[config.mk]
export PLATFORM = sky130hd
export DESIGN_NAME = decode_ctrl_pipe
export DESIGN_NICKNAME = d
export VERILOG_FILES = /design/src/rtl/decode_ctrl_pipe.sv
export SDC_FILE = /design/constraint.sdc
export NUM_CORES = 1
export LEC_CHECK = 0
export BUFFER_PORTS_ARGS = -buffer_cell sky130_fd_sc_hd__clkbuf_2
export CORE_MARGIN = 3
export CORE_UTILIZATION = 50
export CTS_BUF_LIST = sky130_fd_sc_hd__clkbuf_16
export CTS_CLUSTER_SIZE = 14
export DETAILED_ROUTE_END_ITERATION = 6
export HOLD_SLACK_MARGIN = 0.03
export PLACE_DENSITY = 0.86
export SYNTH_ARGS = -nofsm -noshare
export SYNTH_HDL_FRONTEND = slang
export SYNTH_SLANG_ARGS = --single-unit
[constraint.sdc]
create_clock -name clk -period 2.39 [get_ports clk]
set_input_delay 0.239 -clock clk [delete_from_list [all_inputs] [get_ports clk]]
set_output_delay 0.239 -clock clk [all_outputs]
set_load 0.02 [all_outputs]
[src/rtl/decode_ctrl_pipe.sv]
// decode_ctrl_pipe: registered RV32IM-subset decoder feeding the EX control register, with mul hold and GPIO CSR decode
module decode_ctrl_pipe #(
  parameter int          MUL_CYCLES    = 1,
  parameter int          N_GPIO        = 1,
  parameter logic [11:0] CSR_GPIO_BASE = 12'h002,
  parameter logic [11:0] CSR_SW        = 12'h000
) (
  input  logic              clk,
  input  logic              rst,
  input  logic [31:0]       instr_F,
  input  logic              valid_F,
  input  logic              flush_EX,
  output logic              stall_F,
  output logic              valid_EX,
  output logic              alusrc_EX,
  output logic              regwrite_EX,
  output logic [1:0]        regsel_EX,
  output logic [3:0]        op_EX,
  output logic              zcomp_EX,
  output logic [1:0]        pc_EX,
  output logic [N_GPIO-1:0] gpio_we_EX,
  output logic              illegal_EX
);
  typedef struct packed {
    logic              valid;
    logic              alusrc;
    logic              regwrite;
    logic [1:0]        regsel;
    logic [3:0]        op;
    logic              zcomp;
    logic [1:0]        pc;
    logic [N_GPIO-1:0] gpio_we;
    logic              illegal;
  } ctrl_t;
  localparam logic [3:0] MC = 4'(MUL_CYCLES - 1);
  ctrl_t       d, ex;
  logic        is_mul, ok;
  logic [3:0]  mcnt;
  logic [6:0]  opc, f7;
  logic [2:0]  f3;
  logic [11:0] csr;
  assign opc = instr_F[6:0];
  assign f3  = instr_F[14:12];
  assign f7  = instr_F[31:25];
  assign csr = instr_F[31:20];
  always_comb begin
    d      = '0;
    is_mul = 1'b0;
    ok     = 1'b1;
    case (opc)
      7'b0110011: begin
        d.regwrite = 1'b1;
        d.regsel   = 2'b10;
        case ({f7, f3})
          {7'h00, 3'b000}: d.op = 4'b0011;
          {7'h00, 3'b001}: d.op = 4'b1000;
          {7'h00, 3'b010}: d.op = 4'b1100;
          {7'h00, 3'b011}: d.op = 4'b1101;
          {7'h00, 3'b100}: d.op = 4'b0010;
          {7'h00, 3'b101}: d.op = 4'b1001;
          {7'h00, 3'b110}: d.op = 4'b0001;
          {7'h00, 3'b111}: d.op = 4'b0000;
          {7'h20, 3'b000}: d.op = 4'b0100;
          {7'h20, 3'b101}: d.op = 4'b1011;
          {7'h01, 3'b000}: begin d.op = 4'b0101; is_mul = 1'b1; end
          {7'h01, 3'b001}: begin d.op = 4'b0110; is_mul = 1'b1; end
          {7'h01, 3'b011}: begin d.op = 4'b0111; is_mul = 1'b1; end
          default:         ok = 1'b0;
        endcase
      end
      7'b0010011: begin
        d.regwrite = 1'b1;
        d.regsel   = 2'b10;
        d.alusrc   = 1'b1;
        case (f3)
          3'b000: d.op = 4'b0011;
          3'b010: d.op = 4'b1100;
          3'b011: d.op = 4'b1101;
          3'b100: d.op = 4'b0010;
          3'b110: d.op = 4'b0001;
          3'b111: d.op = 4'b0000;
          3'b001: begin d.op = 4'b1000; ok = (f7 == 7'h00); end
          default: begin d.op = f7[5] ? 4'b1011 : 4'b1001; ok = (f7 == 7'h00) || (f7 == 7'h20); end
        endcase
      end
      7'b0110111: begin d.regwrite = 1'b1; d.regsel = 2'b01; end
      7'b1101111: begin d.regwrite = 1'b1; d.regsel = 2'b11; d.pc = 2'b10; end
      7'b1100111: begin d.regwrite = 1'b1; d.regsel = 2'b11; d.pc = 2'b11; ok = (f3 == 3'b000); end
      7'b1100011: begin
        d.pc = 2'b01;
        case (f3)
          3'b000:  begin d.op = 4'b0100; d.zcomp = 1'b1; end
          3'b001:  d.op = 4'b0100;
          3'b100:  d.op = 4'b1100;
          3'b101:  begin d.op = 4'b1100; d.zcomp = 1'b1; end
          3'b110:  d.op = 4'b1101;
          3'b111:  begin d.op = 4'b1101; d.zcomp = 1'b1; end
          default: ok = 1'b0;
        endcase
      end
      7'b1110011: begin
        for (int k = 0; k < N_GPIO; k++) d.gpio_we[k] = (csr == CSR_GPIO_BASE + 12'(k));
        d.regwrite = (f3 == 3'b001) && !(|d.gpio_we) && (csr == CSR_SW);
        ok = (f3 == 3'b001) && ((|d.gpio_we) || (csr == CSR_SW));
      end
      default: ok = 1'b0;
    endcase
    d.valid = valid_F;
    if (!ok) begin
      d         = '0;
      d.valid   = valid_F;
      d.illegal = 1'b1;
      is_mul    = 1'b0;
    end
    if (!valid_F) begin
      d      = '0;
      is_mul = 1'b0;
    end
  end
  // mcnt only runs while a mul occupies EX, so it is zero whenever a new load happens
  always_ff @(posedge clk) begin
    if (rst) begin
      ex   <= '0;
      mcnt <= '0;
    end else if (stall_F) begin
      mcnt <= mcnt - 4'd1;
    end else if (flush_EX) begin
      ex <= '0;
    end else begin
      ex   <= d;
      mcnt <= is_mul ? MC : 4'd0;
    end
  end
  assign stall_F     = |mcnt;
  assign valid_EX    = ex.valid;
  assign alusrc_EX   = ex.alusrc;
  assign regwrite_EX = ex.regwrite & ~stall_F;
  assign regsel_EX   = ex.regsel;
  assign op_EX       = ex.op;
  assign zcomp_EX    = ex.zcomp;
  assign pc_EX       = ex.pc;
  assign gpio_we_EX  = ex.gpio_we;
  assign illegal_EX  = ex.illegal;
endmodule

# Word-level counts from Yosys, hierarchy flattened
# Cells that the tools add are included.
[word_totals]
romBits = 0
out_inout_bits = 15
mem_bits_rw = 0
input_bits = 36
reg_bits = 18
mem_count = 0
latchBits = 0
wordCells = 85
[op_classes]
n_mul = 0
shift = 0
n_lt_le_gt_ge = 0
muxes = 21
n_addsub = 1
n_div = 0
bitwise = 2
n_reduce_logical = 22
n_eq_ne = 29
[op_table]
columns = ["operator", "n"]
rows = [
  ["4-bit case mux with 12 select lines", 1],
  ["10-bit by 3-bit == test with 1-bit output, second input constant", 4],
  ["10-bit by 4-bit == test with 1-bit output, second input constant", 3],
  ["7-bit == test, second input constant", 4],
  ["14-bit two-way mux", 2],
  ["4-bit case mux with 7 select lines", 1],
  ["4-bit case mux with 3 select lines", 2],
  ["7-bit by 6-bit == test with 1-bit output, second input constant", 3],
  ["10-bit by 2-bit == test with 1-bit output, second input constant", 2],
  ["10-bit by 9-bit == test with 1-bit output, second input constant", 2],
  ["13-bit two-way mux", 1],
  ["13-bit OR reduction", 1],
  ["12-bit by 2-bit == test with 1-bit output, second input constant", 1],
  ["3-bit == test, second input constant", 4],
  ["12-bit logical NOT", 1],
  ["2-bit case mux with 3 select lines", 2],
  ["2-bit OR reduction", 6],
  ["6-bit OR reduction", 2],
  ["10-bit by 1-bit == test with 1-bit output, second input constant", 1],
  ["10-bit logical NOT", 1],
  ["4-bit two-way mux", 2],
  ["7-bit by 5-bit == test with 1-bit output, second input constant", 1],
  ["7-bit logical NOT", 1],
  ["3-bit by 2-bit == test with 1-bit output, second input constant", 2],
  ["16 further kinds", 25],
]

# Longest topological paths before layout
[depth]
ltp_word = 8
mapped_depth = 7
mapped_depth_nobuf = 6

# Worst setup path after synthesis
# Ideal clock, no wire load.
[synth_path]
path_kind = "input -> register"
start = "input instr_F[20]"
end = "register ex (netlist bit gpio_we_EX)"
stages = 5
required_ns = 2.330
setup_time_ns = 0.060
path_buffers = 0
path_slack_ns = 0.805
arrival_ns = 1.525
cell_sequence = "or4_1 > nor4_4 > a221oi_2 > a21oi_4 > a32o_2"
[synth_via]
elab_chain_len = 7
elab_cells_between_ends = 9
cone_classes = "1 x eq/ne; 5 x mux; 3 x reduce/logical"
[synth_rtl]
columns = ["item", "line_no", "rtl"]
rows = [
  ["start, declared", "10", "input logic [31:0] instr_F,"],
  ["12-bit by 2-bit == test with 1-bit output / 12-bit logical NOT (equally long branches)", "102, 104", ""],
  ["1-bit logical OR", "104", "ok = (f3 == 3'b001) && ((|d.gpio_we) || (csr == CSR_SW));"],
  ["1-bit logical AND", "104", ""],
  ["1-bit case mux with 6 select lines", "50", "case (opc)"],
  ["13-bit two-way mux (*)", "109", "if (!ok) begin"],
  ["14-bit two-way mux (*)", "115", "if (!valid_F) begin"],
  ["14-bit two-way mux (*)", "127", "end else if (flush_EX) begin"],
  ["end signal, assigned", "123", "ex <= '0;"],
  ["end signal, assigned", "128", "ex <= '0;"],
  ["end signal, assigned", "130", "ex <= d;"],
  ["end, declared", "36", "ctrl_t d, ex;"],
]
# Mark *: on every way between the ends. The rest lies on a longest branch, timed or not.
# A chain may end at the register's enable or synchronous reset.

# Final worst setup path
[layout_path]
start = "register mcnt[1]"
end = "output regwrite_EX"
[layout_via]
elab_chain_len = 3
[layout_rtl]
columns = ["item", "line_no", "rtl"]
rows = [
  ["start, declared", "38", "logic [3:0] mcnt;"],
  ["start signal, assigned", "126", "mcnt <= mcnt - 4'd1;"],
  ["start signal, assigned", "131", "mcnt <= is_mul ? MC : 4'd0;"],
  ["4-bit OR reduction", "134", "assign stall_F = |mcnt;"],
  ["1-bit NOT", "137", "assign regwrite_EX = ex.regwrite & ~stall_F;"],
  ["1-bit AND", "137", ""],
  ["end, declared", "16", "output logic regwrite_EX,"],
]
# No other way between the ends.

==> flow_metrics.tcl <==
set metrics [dict create \
    synth_area_leaders "dfxtp_1 (28%), a22o_1 (6.2%), buf_4 (5.9%)" \
    globalRouteOverflowTotal 0 \
    final_hold_viol_count 0 \
    timing.rr.start "mcnt[1]" \
    pin_count 51 \
    p_clk_share_pct 36.8 \
    switchingPower_mw 0.2591 \
    end_kind "output port" \
    final_nets 216 \
    pwr-share-comb_pct 24.6 \
    hp-class "input pin to flip-flop" \
    cp_max_fo 7 \
    syn_area_mm2 0.001277 \
    initial_core_util_pct 55.10 \
    clk_pin_slew_ps 50 \
    clock-sinks 18 \
    clk_path_buf_depth 2 \
    via_count 1195 \
    min_to "mcnt[3]" \
    dieHeight_um 56.55 \
    worst_ep_required_time_ps 2150 \
    fin_ws_ps 704.1 \
    fp-row-count 17 \
    crit_path_start_kind "flip-flop" \
    worstReg2RegEnd "regsel_EX[1]" \
    yosysWarnings 0 \
    core_area_mm2 0.002318 \
    antenna_found_initial 0 \
    synth-compound-area-share_pct 23.80 \
    setup_violations 0 \
    synth_top_family_by_area "simple AND/OR/NAND/NOR gates" \
    synth_nets 186 \
    fin_skew_ps 3.412 \
    cts_max_level 1 \
    arrival_ps 1450 \
    worst_slew_pin_slew_ps 855.2 \
    drt_iter0_markers 69 \
    drtPass1Iterations 4 \
    yosys.area.top_type "dfxtp_1" \
    yosys.area_share.adder_pct 0 \
    dp_hpwl_um 2336 \
    synth_xor_area_share_pct 1.371 \
    seq_area_frac_synth_pct 28.21 \
    synth.most_common_cell "dfxtp_1" \
    final_layout_size_suffix_gt1_share_pct 32.96 \
    whs_path_depth 2 \
    worstSetupPathType "flip-flop to output port" \
    die_w_um 56.55 \
    via_per_inst 5.773 \
    numCtsBuffers 3 \
    clk_latency_ps 240 \
    grt_util_met2_pct 33.17 \
    p_int_mw 0.6212 \
    ys_top_cells_by_count "dfxtp_1 (18), nor2_1 (17), a21oi_1 (10), buf_4 (10)" \
    dpl.cell_count 203 \
    rsz0062_at_grt "no" \
    synthToLayoutAreaGrowth_pct 16.94 \
    portBuffers 40 \
    synthDistinctLibCells 49 \
    final_area_mm2 0.001494 \
    whs_ps 258.5 \
    gp_congestion 0.8472 \
    final_antenna_net_count 0 \
    cts_tree "yes" \
    swShare_pct 29.43 \
    clock-root-buffer "clkbuf_16" \
    reg2reg_slack_ps 800 \
    fin_cells 207 \
    placed_area_mm2 0.001415 \
    grt_use_met1_pct 24.55 \
    busiest_layer "met2" \
    min_from "rst" \
    cts_setup_buffers 0 \
    slew_violations 0 \
    die_area_mm2 0.003197 \
    wl_per_cell_um 14.34 \
    timing.final.crit_share_pct 70.54 \
    tns_ps 0 \
    grt_pass1_wl_um 5050 \
    async_reset_ff_share_pct 0 \
    finalCriticalPeriod_ps 1686 \
    synth-seq-cells 18 \
    utilization_pct 64.44 \
    r2r_cells 3 \
    max_clock_freq_mhz 593.2 \
    grt_pass1_vias 1160 \
    drc 0 \
    status "finished, final reports clean" \
    yosysTopAreaCellShare_pct 28.21 \
    num_antenna_cells 0 \
    finalPower_mw 0.8803 \
    avgSynthCellArea_um2 8.516 \
    grt_start_max_net_pins 16 \
    grt_use_total_pct 19.30 \
    relSlewSlack_pct 42.77 \
    synth_mux_area_share_pct 0.7835 \
    netlist_instances 150 \
    drt-total-wl_um 2969 \
    p_leak_nw 0.6293 \
    grt_use_met3_pct 2.069 \
    ir_worst_vdd_mv 0.5359 \
    synth_edf_count 0 \
    cts_resized 0 \
    hold_buffers 0 \
    synth-simple-area-share_pct 37.32 \
    pwr-share-seq_pct 38.6 \
    dp_slack_ps 520.9 \
    fillers 194 \
    p_per_area_mw_per_mm2 589.3 \
    synthFlopType "dfxtp_1" \
    cap_violations 0 \
]
registers in the layout, summed over array words and instances (netlist names):
| register | flops |
|---|---|
| regsel_EX | 2 |
| zcomp_EX | 1 |
| illegal_EX | 1 |
| ex | 1 |
| pc_EX | 2 |
| mcnt | 4 |
| alusrc_EX | 1 |
| op_EX | 4 |
| valid_EX | 1 |
| gpio_we_EX | 1 |
cell type report:
type / instances / area, um2 / share of cell area [%]
Inverter: 3 / 11.26 / 0.7538
Timing Repair Buffer: 40 / 200.2 / 13.40
Clock buffer: 3 / 75.07 / 5.025
Clock inverter: 1 / 3.754 / 0.2513
Multi-Input combinational cell: 114 / 808.3 / 54.10
Sequential cell: 18 / 360.3 / 24.12
Tap cell: 28 / 35.03 / 2.345
worst max path at each step:
| stage | start | depth (start not counted) | slack (ps) | end |
|---|---|---|---|---|
| 2_1_floorplan | instr_F[20] | 5 | 800 | gpio_we_EX |
| 3_3_place_gp | instr_F[27] | 7 | 570 | gpio_we_EX |
| 3_5_place_dp | instr_F[27] | 7 | 520 | gpio_we_EX |
| 4_1_cts | mcnt[1] | 3 | 690 | regwrite_EX |
| 5_1_grt | mcnt[1] | 3 | 600 | regwrite_EX |
| 6_report | mcnt[1] | 3 | 700 | regwrite_EX |
logic make-up after synthesis:
family,Yosys count
AND/OR/NAND/NOR,71
AO/OA/AOI/OAI,40
flip-flops,18
buffers and inverters,18
XOR/XNOR,2
multiplexers,1
cells in the final DEF, fill, tap and decap left out, types with 2 or more instances in the layout:
master,count
o21ai_1,2
nand3b_1,2
clkbuf_2,40
nor3b_1,3
nand2_1,9
nand3_1,5
a21oi_1,10
nor3_2,2
inv_1,3
o21ai_0,4
a22o_1,9
nor2b_1,3
o21a_1,3
nand2b_1,2
dfxtp_1,18
nor4_4,3
o41ai_1,2
nor2_1,17
nor3_1,9
and2_1,2
clkbuf_16,3
routing by layer:
metal,wire [um],vias to the layer above
met4,36,0
met5,0,-
met3,138,4
met1,1293,552
li1,-,602
met2,1501,37
power groups by stage:
| stage | logic (mW) | registers [mW] | clock network [mW] |
|---|---|---|---|
| after floorplan | 0.142 | 0.352 | 0 |
| after global placement | 0.204 | 0.343 | 0 |
| after detailed placement | 0.215 | 0.345 | 0 |
| after CTS | 0.216 | 0.340 | 0.331 |
| after global routing | 0.238 | 0.342 | 0.349 |
| final | 0.216 | 0.340 | 0.324 |
critical path: stages (launching register included):
cell and delay, ps:
dfxtp_1 350, nor4_4 500, and2_1 190, clkbuf_2 160
(Power assumes the default switching activity.)
